<file path="src/rtl/tdp_ram_arbiter_pkg.sv">
// +----------------------------------------------------------------------------+
// | tdp_ram_arb_pkg -- shared types and round-robin pick helper for the arbiter |
// | Rev 1.0                                                                     |
// +----------------------------------------------------------------------------+
`default_nettype none

package tdp_ram_arb_pkg;

  localparam int MAX_NREQ = 8;
  localparam int MAX_IDW  = 3;
  localparam int SUMW     = MAX_IDW + 1;

  typedef enum logic {
    PORT_A = 1'b0,
    PORT_B = 1'b1
  } port_sel_e;

  typedef struct packed {
    logic               valid;
    logic [MAX_IDW-1:0] id;
  } rsp_ent_t;

  typedef struct packed {
    logic               found;
    logic [MAX_IDW-1:0] idx;
  } rr_pick_t;

  // First set bit of valid_vec & ~skip, scanning ptr, ptr+1, ... modulo nreq.
  function automatic rr_pick_t rr_pick(
    input logic [MAX_NREQ-1:0] valid_vec,
    input logic [MAX_IDW-1:0]  ptr,
    input logic [MAX_NREQ-1:0] skip,
    input int                  nreq
  );
    rr_pick_t        res;
    logic [SUMW-1:0] cand;
    res = '0;
    for (int k = 0; k < MAX_NREQ; k++) begin
      cand = {1'b0, ptr} + SUMW'(k);
      if (cand >= SUMW'(nreq)) begin
        cand = cand - SUMW'(nreq);
      end
      if ((k < nreq) && !res.found && valid_vec[cand[MAX_IDW-1:0]] && !skip[cand[MAX_IDW-1:0]]) begin
        res.found = 1'b1;
        res.idx   = cand[MAX_IDW-1:0];
      end
    end
    return res;
  endfunction

endpackage

`default_nettype wire

</file>
<file path="src/rtl/tdp_ram_arbiter_if.sv">
// +----------------------------------------------------------------------------+
// | tdp_ram_arbiter_if -- requester handshake, responses and BRAM pin bundle    |
// | Rev 1.0                                                                     |
// +----------------------------------------------------------------------------+
`default_nettype none

interface tdp_ram_arbiter_if #(
  parameter int DATAW = 32,
  parameter int ADDRW = 6,
  parameter int NREQ  = 4
);

  logic [NREQ-1:0]       req_valid;
  logic [NREQ-1:0]       req_ready;
  logic [NREQ-1:0]       req_we;
  logic [NREQ*ADDRW-1:0] req_addr;
  logic [NREQ*DATAW-1:0] req_wdata;
  logic [NREQ-1:0]       rsp_valid;
  logic [NREQ*DATAW-1:0] rsp_rdata;
  logic                  ram_wea;
  logic                  ram_web;
  logic [ADDRW-1:0]      ram_addra;
  logic [ADDRW-1:0]      ram_addrb;
  logic [DATAW-1:0]      ram_dina;
  logic [DATAW-1:0]      ram_dinb;
  logic [DATAW-1:0]      ram_douta;
  logic [DATAW-1:0]      ram_doutb;

  modport slave (
    input  req_valid, req_we, req_addr, req_wdata, ram_douta, ram_doutb,
    output req_ready, rsp_valid, rsp_rdata,
    output ram_wea, ram_web, ram_addra, ram_addrb, ram_dina, ram_dinb
  );

  modport master (
    output req_valid, req_we, req_addr, req_wdata, ram_douta, ram_doutb,
    input  req_ready, rsp_valid, rsp_rdata,
    input  ram_wea, ram_web, ram_addra, ram_addrb, ram_dina, ram_dinb
  );

endinterface

`default_nettype wire

</file>
<file path="src/rtl/tdp_ram_arbiter_rsp_pipe.sv">
// +----------------------------------------------------------------------------+
// | tdp_ram_rsp_pipe -- per-port {valid,id} delay line and read-data demux      |
// | Rev 1.0                                                                     |
// +----------------------------------------------------------------------------+
`default_nettype none

module tdp_ram_rsp_pipe
  import tdp_ram_arb_pkg::*;
#(
  parameter int DATAW  = 32,
  parameter int NREQ   = 4,
  parameter int RD_LAT = 1
) (
  input  logic                  clk,
  input  logic                  rstn,
  input  logic                  push_valid,
  input  logic [MAX_IDW-1:0]    push_id,
  input  logic [DATAW-1:0]      dout,
  output logic [NREQ-1:0]       rsp_valid,
  output logic [NREQ*DATAW-1:0] rsp_rdata
);

  rsp_ent_t stage_q [RD_LAT+1];
  rsp_ent_t stage_d [RD_LAT+1];

  always_comb begin
    stage_d[0] = '{valid: push_valid, id: push_id};
    for (int k = 1; k <= RD_LAT; k++) begin
      stage_d[k] = stage_q[k-1];
    end
  end

  always_ff @(posedge clk or negedge rstn) begin
    if (!rstn) begin
      for (int k = 0; k <= RD_LAT; k++) begin
        stage_q[k] <= '0;
      end
    end else begin
      stage_q <= stage_d;
    end
  end

  // The last stage lines up with dout of the port that took the read.
  always_comb begin
    rsp_valid = '0;
    rsp_rdata = '0;
    for (int i = 0; i < NREQ; i++) begin
      if (stage_q[RD_LAT].valid && (stage_q[RD_LAT].id == MAX_IDW'(i))) begin
        rsp_valid[i]                 = 1'b1;
        rsp_rdata[i*DATAW +: DATAW] = dout;
      end
    end
  end

endmodule

`default_nettype wire

</file>
<file path="src/rtl/tdp_ram_arbiter.sv">
// +----------------------------------------------------------------------------+
// | tdp_ram_arbiter -- round-robin sharing of a true-dual-port BRAM by NREQ     |
// | Rev 1.0                                                                     |
// +----------------------------------------------------------------------------+
`default_nettype none

module tdp_ram_arbiter
  import tdp_ram_arb_pkg::*;
#(
  parameter int DATAW  = 32,
  parameter int ADDRW  = 6,
  parameter int NREQ   = 4,
  parameter int RD_LAT = 1
) (
  input  logic             clk,
  input  logic             rstn,
  tdp_ram_arbiter_if.slave bus
);

  localparam int IDW = $clog2(NREQ);

  rr_pick_t              pick [2];
  logic [1:0]            gnt;
  logic                  hazard;
  logic [NREQ-1:0]       oh_a;
  logic [NREQ-1:0]       oh_b;
  logic [ADDRW-1:0]      addr_a;
  logic [ADDRW-1:0]      addr_b;
  logic [DATAW-1:0]      din_a;
  logic [DATAW-1:0]      din_b;
  logic                  we_a;
  logic                  we_b;
  logic [IDW-1:0]        rr_ptr_q;
  logic [IDW-1:0]        rr_ptr_d;
  logic                  wea_q;
  logic                  wea_d;
  logic                  web_q;
  logic                  web_d;
  logic [ADDRW-1:0]      addra_q;
  logic [ADDRW-1:0]      addra_d;
  logic [ADDRW-1:0]      addrb_q;
  logic [ADDRW-1:0]      addrb_d;
  logic [DATAW-1:0]      dina_q;
  logic [DATAW-1:0]      dina_d;
  logic [DATAW-1:0]      dinb_q;
  logic [DATAW-1:0]      dinb_d;
  logic                  push_a;
  logic                  push_b;
  logic [NREQ-1:0]       rsp_vld_a;
  logic [NREQ-1:0]       rsp_vld_b;
  logic [NREQ*DATAW-1:0] rsp_dat_a;
  logic [NREQ*DATAW-1:0] rsp_dat_b;

  always_comb begin
    pick[PORT_A] = rr_pick(MAX_NREQ'(bus.req_valid), MAX_IDW'(rr_ptr_q), '0, NREQ);
    pick[PORT_B] = rr_pick(MAX_NREQ'(bus.req_valid), MAX_IDW'(rr_ptr_q),
                           MAX_NREQ'(1) << pick[PORT_A].idx, NREQ);
    oh_a   = '0;
    oh_b   = '0;
    addr_a = '0;
    addr_b = '0;
    din_a  = '0;
    din_b  = '0;
    we_a   = 1'b0;
    we_b   = 1'b0;
    for (int i = 0; i < NREQ; i++) begin
      if (pick[PORT_A].found && (pick[PORT_A].idx == MAX_IDW'(i))) begin
        oh_a[i] = 1'b1;
        addr_a  = bus.req_addr[i*ADDRW +: ADDRW];
        din_a   = bus.req_wdata[i*DATAW +: DATAW];
        we_a    = bus.req_we[i];
      end
      if (pick[PORT_B].found && (pick[PORT_B].idx == MAX_IDW'(i))) begin
        oh_b[i] = 1'b1;
        addr_b  = bus.req_addr[i*ADDRW +: ADDRW];
        din_b   = bus.req_wdata[i*DATAW +: DATAW];
        we_b    = bus.req_we[i];
      end
    end

    // Only same-address pairs involving a write are ordered; two reads may share.
    hazard        = (addr_a == addr_b) && (we_a || we_b);
    gnt[PORT_A]   = pick[PORT_A].found && rstn;
    gnt[PORT_B]   = pick[PORT_B].found && !hazard && rstn;
    bus.req_ready = (gnt[PORT_A] ? oh_a : '0) | (gnt[PORT_B] ? oh_b : '0);

    rr_ptr_d = rr_ptr_q;
    for (int i = 0; i < NREQ; i++) begin
      if (gnt[PORT_A] && (gnt[PORT_B] ? oh_b[i] : oh_a[i])) begin
        rr_ptr_d = (i == NREQ-1) ? '0 : IDW'(i + 1);
      end
    end

    wea_d   = gnt[PORT_A] && we_a;
    web_d   = gnt[PORT_B] && we_b;
    addra_d = gnt[PORT_A] ? addr_a : addra_q;
    addrb_d = gnt[PORT_B] ? addr_b : addrb_q;
    dina_d  = gnt[PORT_A] ? din_a  : dina_q;
    dinb_d  = gnt[PORT_B] ? din_b  : dinb_q;
    push_a  = gnt[PORT_A] && !we_a;
    push_b  = gnt[PORT_B] && !we_b;
  end

  always_ff @(posedge clk or negedge rstn) begin
    if (!rstn) begin
      rr_ptr_q <= '0;
      wea_q    <= 1'b0;
      web_q    <= 1'b0;
      addra_q  <= '0;
      addrb_q  <= '0;
      dina_q   <= '0;
      dinb_q   <= '0;
    end else begin
      rr_ptr_q <= rr_ptr_d;
      wea_q    <= wea_d;
      web_q    <= web_d;
      addra_q  <= addra_d;
      addrb_q  <= addrb_d;
      dina_q   <= dina_d;
      dinb_q   <= dinb_d;
    end
  end

  assign bus.ram_wea   = wea_q;
  assign bus.ram_web   = web_q;
  assign bus.ram_addra = addra_q;
  assign bus.ram_addrb = addrb_q;
  assign bus.ram_dina  = dina_q;
  assign bus.ram_dinb  = dinb_q;

  tdp_ram_rsp_pipe #(
    .DATAW  (DATAW),
    .NREQ   (NREQ),
    .RD_LAT (RD_LAT)
  ) u_rsp_pipe_a (
    .clk        (clk),
    .rstn       (rstn),
    .push_valid (push_a),
    .push_id    (pick[PORT_A].idx),
    .dout       (bus.ram_douta),
    .rsp_valid  (rsp_vld_a),
    .rsp_rdata  (rsp_dat_a)
  );

  tdp_ram_rsp_pipe #(
    .DATAW  (DATAW),
    .NREQ   (NREQ),
    .RD_LAT (RD_LAT)
  ) u_rsp_pipe_b (
    .clk        (clk),
    .rstn       (rstn),
    .push_valid (push_b),
    .push_id    (pick[PORT_B].idx),
    .dout       (bus.ram_doutb),
    .rsp_valid  (rsp_vld_b),
    .rsp_rdata  (rsp_dat_b)
  );

  // A requester is served by at most one port per cycle, so OR-merge is safe.
  assign bus.rsp_valid = rsp_vld_a | rsp_vld_b;
  assign bus.rsp_rdata = rsp_dat_a | rsp_dat_b;

endmodule

`default_nettype wire

</file>
<file path="src/flat_wrapper.sv">
// flat-port wrapper written by rule: the top's interface ports become plain ports
module tdp_ram_arbiter_flat import tdp_ram_arb_pkg::*;
#(
  parameter int DATAW  = 32,
  parameter int ADDRW  = 6,
  parameter int NREQ   = 4,
  parameter int RD_LAT = 1
)
  (clk, rstn, bus_req_valid, bus_req_we, bus_req_addr, bus_req_wdata, bus_ram_douta, bus_ram_doutb, bus_req_ready, bus_rsp_valid, bus_rsp_rdata, bus_ram_wea, bus_ram_web, bus_ram_addra, bus_ram_addrb, bus_ram_dina, bus_ram_dinb);
  tdp_ram_arbiter_if #(.DATAW(DATAW), .ADDRW(ADDRW), .NREQ(NREQ)) bus_i ();
  input  logic clk;
  input  logic rstn;
  input wire logic [$bits(bus_i.req_valid)-1:0] bus_req_valid;
  input wire logic [$bits(bus_i.req_we)-1:0] bus_req_we;
  input wire logic [$bits(bus_i.req_addr)-1:0] bus_req_addr;
  input wire logic [$bits(bus_i.req_wdata)-1:0] bus_req_wdata;
  input wire logic [$bits(bus_i.ram_douta)-1:0] bus_ram_douta;
  input wire logic [$bits(bus_i.ram_doutb)-1:0] bus_ram_doutb;
  output wire logic [$bits(bus_i.req_ready)-1:0] bus_req_ready;
  output wire logic [$bits(bus_i.rsp_valid)-1:0] bus_rsp_valid;
  output wire logic [$bits(bus_i.rsp_rdata)-1:0] bus_rsp_rdata;
  output wire logic [$bits(bus_i.ram_wea)-1:0] bus_ram_wea;
  output wire logic [$bits(bus_i.ram_web)-1:0] bus_ram_web;
  output wire logic [$bits(bus_i.ram_addra)-1:0] bus_ram_addra;
  output wire logic [$bits(bus_i.ram_addrb)-1:0] bus_ram_addrb;
  output wire logic [$bits(bus_i.ram_dina)-1:0] bus_ram_dina;
  output wire logic [$bits(bus_i.ram_dinb)-1:0] bus_ram_dinb;
  assign bus_i.req_valid = bus_req_valid;
  assign bus_i.req_we = bus_req_we;
  assign bus_i.req_addr = bus_req_addr;
  assign bus_i.req_wdata = bus_req_wdata;
  assign bus_i.ram_douta = bus_ram_douta;
  assign bus_i.ram_doutb = bus_ram_doutb;
  assign bus_req_ready = bus_i.req_ready;
  assign bus_rsp_valid = bus_i.rsp_valid;
  assign bus_rsp_rdata = bus_i.rsp_rdata;
  assign bus_ram_wea = bus_i.ram_wea;
  assign bus_ram_web = bus_i.ram_web;
  assign bus_ram_addra = bus_i.ram_addra;
  assign bus_ram_addrb = bus_i.ram_addrb;
  assign bus_ram_dina = bus_i.ram_dina;
  assign bus_ram_dinb = bus_i.ram_dinb;
  tdp_ram_arbiter #(.DATAW(DATAW), .ADDRW(ADDRW), .NREQ(NREQ), .RD_LAT(RD_LAT)) u_core (.clk(clk), .rstn(rstn), .bus(bus_i));
endmodule
</file>
<file path="config.mk">
export PLATFORM = sky130hd
export DESIGN_NAME = tdp_ram_arbiter_flat
export DESIGN_NICKNAME = d
export VERILOG_FILES = /design/src/rtl/tdp_ram_arbiter_pkg.sv /design/src/rtl/tdp_ram_arbiter_if.sv /design/src/rtl/tdp_ram_arbiter_rsp_pipe.sv /design/src/rtl/tdp_ram_arbiter.sv /design/src/flat_wrapper.sv
export SDC_FILE = /design/constraint.sdc
export NUM_CORES = 1
export LEC_CHECK = 0
export ABC_AREA = 1
export ABC_CLOCK_PERIOD_IN_PS = 4100
export CAP_MARGIN = 40
export CORE_AREA = 2 2 171 173
export DETAILED_ROUTE_END_ITERATION = 8
export DIE_AREA = 0 0 173 175
export PLACE_DENSITY = 0.67
export SETUP_SLACK_MARGIN = 0.3
export SYNTH_ARGS = -nofsm -noshare
export SYNTH_HDL_FRONTEND = slang
export SYNTH_HIERARCHICAL = 1
export SYNTH_SLANG_ARGS = --single-unit
</file>
<file path="constraint.sdc">
create_clock -name clk -period 4.1 [get_ports clk]
set_input_delay 0.41 -clock clk [delete_from_list [all_inputs] [get_ports clk]]
set_output_delay 0.41 -clock clk [all_outputs]
set_load 0.01 [all_outputs]
</file>
== Word level (Yosys, flattened, before mapping) ==
Memory sizes are Yosys's and may differ from the RTL's.
Index checks and enable logic that the tools add are counted.

* Bits of input ports: 226
* Memory bits (read-only): 32
* Register bits: 96
* Memories: 4

* Equal/unequal tests: 13
* $lt $le $gt $ge: 8
* Bitwise gates (word level): 3
* Muxes and demuxes: 90
* Reductions and logical operators: 65
* Shift operators: 1
* Add/sub/neg operators: 7

{| class="wikitable"
|+ Memory list
! name !! depth !! width !! read ports !! clocked after memory_dff !! write ports !! RTL line !! RTL
|-
| (name not given) || 8 || 1 || 1 || 0 || 0 || tdp_ram_arbiter_pkg.sv:43 || <nowiki>if ((k < nreq) && !res.found && valid_vec[cand[MAX_IDW-1:0]] && !skip[cand[MAX_IDW-1:0]]) begin</nowiki>
|-
| (name not given) || 8 || 1 || 1 || 0 || 0 || tdp_ram_arbiter_pkg.sv:43 ||
|-
| (name not given) || 8 || 1 || 1 || 0 || 0 || tdp_ram_arbiter_pkg.sv:43 ||
|-
| (name not given) || 8 || 1 || 1 || 0 || 0 || tdp_ram_arbiter_pkg.sv:43 ||
|}

{| class="wikitable"
|+ Operators with widths
! cell !! count
|-
| $mux 32 || 16
|-
| $or 128x128->128 || 1
|-
| $mux 6 || 8
|-
| $logic_and 1x1->1 || 42
|-
| $mux 1 || 40
|-
| $mux 4 || 10
|-
| $bmux 1 s3 || 8
|-
| $eq 3x2->1 const B || 8
|-
| $logic_not 1->1 || 17
|-
| $lt 3x4->1 const B || 4
|-
| $eq 3x1->1 const B || 4
|-
| $ge 4x3->1 const B || 3
|-
| $logic_not 3->1 || 4
|-
| $mux 3 || 4
|-
| $sub 3x3->3 const B || 3
|-
| $mux 2 || 4
|-
| $or 4x4->4 || 2
|-
| $shl 1x3->8 const A || 1
|-
| $add 2x2->3 const B || 2
|-
| $eq 6x6->1 || 1
|-
| $reduce_bool 4->1 || 1
|-
| $add 2x1->3 const B || 1
|-
| $ge 2x3->1 const B || 1
|-
| $sub 2x3->3 const B || 1
|-
| $logic_or 1x1->1 || 1
|}

== Longest topological paths before layout ==
* Depth in word-level cells: 54
* Gate-level depth with buffers: 38

== Modules after synthesis ==
The synthesis kept the hierarchy.

{| class="wikitable"
|+ Modules (own cells, without submodules)
! module !! cells each !! area each (µm²) !! times used
|-
| tdp_ram_arbiter || 904 || 6,567.5 || 1
|-
| tdp_ram_rsp_pipe || 199 || 1,066.0 || 2
|}

== Worst setup path after synthesis ==
OpenSTA, ideal clock, no wires.

* Kind: reg2out
* Start point: register u_core.rr_ptr_q[0]
* End point: output port bus_req_ready[0]
* Buffers on the path: 2
* Cell stages (with the launch flop): 34
* Data arrival time: 3.613 ns
* Required time: 3.690 ns
* Slack: 0.077 ns
* Path through: dfrtp_1 inv_2 buf_6 ha_1 inv_2 nand3_1 nand2_2 nand3_2 nor2_1 nand2_1 nand2_4 nand2_1 nand2_1 nand3_2 nand3_4 inv_4 nor2_2 nand2_1 nand2_2 inv_2 nand2_4 nand2_4 nor2_8 nand2_1 o21ai_1 inv_2 nand2_1 nand2_1 nand2_1 nor2_2 nand2_4 nand2_4 buf_2 o22ai_1

{| class="wikitable"
|+ RTL lines
! element !! RTL line !! RTL
|-
| from (decl) || tdp_ram_arbiter.sv:33 || <nowiki>logic [IDW-1:0] rr_ptr_q;</nowiki>
|-
| from (signal assigned) || tdp_ram_arbiter.sv:114 || <nowiki>rr_ptr_q <= rr_ptr_d;</nowiki>
|-
| to (decl) || flat_wrapper.sv:19 || <nowiki>output wire logic [$bits(bus_i.req_ready)-1:0] bus_req_ready;</nowiki>
|}

==> impl_metrics.env <==
export IMPL_core_area_um2=28390
export IMPL_cp_slowest_cell="dfrtp_1"
export IMPL_fillCellCount=2668
export IMPL_setup_viol=4
export IMPL_grtUsageMet2=0.4547
export IMPL_top_usage_layer="met2"
export IMPL_ant_nets=0
export IMPL_clk_pin_slew_ns=0.06
export IMPL_cts_tree="built"
export IMPL_wirelength_um=41610
export IMPL_gp_congestion=0.9084
export IMPL_multi_input_area_um2=5709
export IMPL_placed_area_um2=13690
export IMPL_power_w=0.01827
export IMPL_vias=11235
export IMPL_fin_nets=2022
export IMPL_via_per_inst=5.149
export IMPL_first_iter_violations=836
export IMPL_hpwlAfterDp_um=29780
export IMPL_violations="negative setup slack"
export IMPL_area_delta_synth_final_pct=75.49
export IMPL_synth_distinct_cells=41
export IMPL_cts_root_buffer_cell="clkbuf_16"
export IMPL_grtUsageMet3=0.06201
export IMPL_synthArstFlopShare=1.000
export IMPL_synth_seq_area_share=0.2761
export IMPL_startpoint_type="flop"
export IMPL_post_route_util=0.5377
export IMPL_num_rows=62
export IMPL_clock_sinks=96
export IMPL_outcome="complete, but fails checks"
export IMPL_path_common_cell="nand2_2"
export IMPL_min_period_ns=4.279
export IMPL_slew_headroom=0.4486
export IMPL_seqCellArea_um2=2402
export IMPL_stdcell_area_um2=15270
export IMPL_vdd_drop_max_mv=0.8026
export IMPL_hold_ws_ns=0.3487
export IMPL_worst_pin_slew_ns=0.8242
export IMPL_min_delay_path_class="reg -> reg"
export IMPL_crit_fanout=7
export IMPL_grt_pass1_wl_um=61980
export IMPL_synth_ff_type="dfrtp_1"
export IMPL_routedWlPerCell_um=19.07
export IMPL_diodes=0
export IMPL_drive_above_1_share=0.2581
export IMPL_period_share=1.044
export IMPL_grt_antenna_before_repair=0
export IMPL_grt_pass1_vias=10839
export IMPL_htree_levels=3
export IMPL_numCtsBuffers=9
export IMPL_path_class="reg -> out"
export IMPL_crit_arrival_ns=3.87
export IMPL_rsz0062_at_grt="true"
export IMPL_clock_fmax_mhz=233.7
export IMPL_io_pins=440
export IMPL_synth_cells=1302
export IMPL_dieWidth_um=173
export IMPL_crit_path_end_kind="primary output"
export IMPL_die_area_um2=30280
export IMPL_drv_cap=0
export IMPL_grt_max_degree=65
export IMPL_max_stage_delay_ns=0.40
export IMPL_ys_seq_elements=96
export IMPL_fin_ws_ns=-0.1792
export IMPL_gr_total_overflow=0
export IMPL_fin_worst_skew_ns=0.01820
export IMPL_syn_area_um2=8700
export IMPL_die_h_um=175
export IMPL_required_ns=3.69
export IMPL_syn_nets=1531
export IMPL_synth_edf_count=0
export IMPL_finalHoldViolations=0
export IMPL_cts_max_path_buffers=2
export IMPL_use_met1=0.3044
export IMPL_portBuffers=439
export IMPL_clkLatencyLatePin_ns=0.36
export IMPL_remaining_drc_errors=0
export IMPL_drt_pass1_iterations=5
export IMPL_avgSynthCellArea_um2=6.682
export IMPL_track_usage=0.2585
export IMPL_initial_core_util=0.3064
export IMPL_p_leak_nw=7.345
export IMPL_ys_warn_count=6
export IMPL_power_density_nw_per_um2=1197
export IMPL_slew_viol_final=0
[flip-flops by register name, summed over array words and instances (netlist names)]
name / cells
u_core/bus.ram_web: 1
u_core/bus.ram_wea: 1
u_core/bus.ram_addra: 6
u_core/u_rsp_pipe_a/stage_d: 4
u_core/bus.ram_dinb: 32
u_core/u_rsp_pipe_b/stage_q: 4
u_core/u_rsp_pipe_b/stage_d: 4
u_core/bus.ram_addrb: 6
u_core/rr_ptr_q: 2
u_core/u_rsp_pipe_a/stage_q: 4
u_core/bus.ram_dina: 32
[cells in the mapped netlist (4+ instances only)]
cell,n,share of area
buf_6,33,0.043
clkbuf_1,24,0.010
nand2_4,6,0.0078
a21boi_0,6,0.0052
or2_2,132,0.095
o21ai_0,45,0.026
a221oi_1,55,0.055
nor2_2,8,0.0058
a21oi_1,13,0.0075
nor2_1,221,0.095
buf_4,5,0.0043
nor3_1,64,0.037
nand2_1,168,0.072
nand3_2,8,0.0092
buf_2,11,0.0063
o22ai_1,56,0.040
o221ai_1,4,0.0040
nand4_1,29,0.021
inv_2,14,0.0060
dfrtp_1,96,0.28
buf_1,6,0.0026
nand3_1,33,0.019
o21ai_1,36,0.021
inv_1,174,0.075
a22o_1,5,0.0050
a31oi_1,7,0.0050
nand2_2,19,0.014
[path summary, 6_finish.rpt]
kind | startpoint | endpoint | slack, ns | cells past startpoint
worst max-delay path | u_core/rr_ptr_q[0] | bus_req_ready[1] | -0.18 | 31
worst min register to register | u_core/u_rsp_pipe_a/stage_d[0] | u_core/u_rsp_pipe_a/stage_q[0] | 0.35 | 0
worst min-delay path | u_core/u_rsp_pipe_a/stage_d[0] | u_core/u_rsp_pipe_a/stage_q[0] | 0.35 | 0
worst max register to register | u_core/rr_ptr_q[0] | u_core/bus.ram_dinb[3] | 0.04 | 35
max in group asynchronous | rstn | u_core/bus.ram_dinb[1] | 2.57 | 4
min in group asynchronous | rstn | u_core/u_rsp_pipe_b/stage_d[0] | 0.50 | 2
[layout by cell type, fill, tap and decap left out, drive strengths merged, types with 15 or more instances in the layout]
cell type,synthesis,routed
a21oi,15,15
a221oi,55,55
buf,55,117
clkdlybuf4s50,0,434
dfrtp,96,96
inv,189,192
nand2,193,195
nand3,42,42
nand4,29,29
nor2,234,234
nor3,66,66
o21ai,82,82
o22ai,56,56
or2,132,132
[logic make-up after synthesis]
family / after synthesis / share of synthesized area
and+or+nand+nor: 697 / 0.3916
DFF: 96 / 0.2761
adders and majority gates: 3 / 0.004315
buffers and inverters: 271 / 0.1494
AOI/OAI and AO/OA: 235 / 0.1785
[per-layer routing]
metal | vias to the layer above | wire [um]
li1 | 5263 | -
met1 | 5287 | 15960
met2 | 596 | 20420
met3 | 89 | 3624
met4 | 0 | 1602
met5 | - | 0
[critical path, delay by kind of cell (launching register included)]
kind	cells	cell delay [ns]
DFF	1	0.40
adders and majority gates	1	0.24
and+or+nand+nor	23	2.18
buffers and inverters	5	0.50
AOI/OAI and AO/OA	2	0.17
[through the flow]
| step | std cells | setup WS (ns) | setup TNS [ns] |
|---|---|---|---|
| floorplan | 1302 | 0.3077 | 0 |
| global placement | 2122 | -0.4760 | -7.393 |
| detailed placement | 2124 | -0.5550 | -11.31 |
| CTS | 2165 | -0.09890 | -0.3614 |
| global route | 2182 | -0.4387 | -8.045 |
| finish | 2182 | -0.1792 | -0.6323 |
[timing repair]
| action | in CTS | in global routing |
|---|---|---|
| hold buffers | 1 | 0 |
| buffers inserted | 19 | 10 |
| endpoints found under the hold margin | 19 | 0 |
| gates cloned | 5 | 7 |
| pin swaps | 22 | 40 |
| gates resized for setup | 70 | 159 |
| setup endpoints to repair | 38 | 46 |
[power breakdown]
| part | switching (W) | internal [W] | leakage, nW |
|---|---|---|---|
| logic | 0.00858 | 0.00708 | 6.00 |
| registers | 0.000324 | 0.00144 | 1.21 |
| clock network | 0.000421 | 0.000426 | 0.141 |
[area by class of cell]
class                      instances  share of cell area
clock buffer                       9             0.01475
clock inverter                     7            0.004344
timing repair buffer             556              0.3692
multi-input combinational        937              0.3740
sequential                        96              0.1574
timing repair inverter             1           0.0005737
tap                              384             0.03147
inverter                         192             0.04835
Note: power is estimated with default switching activity, not from simulation.
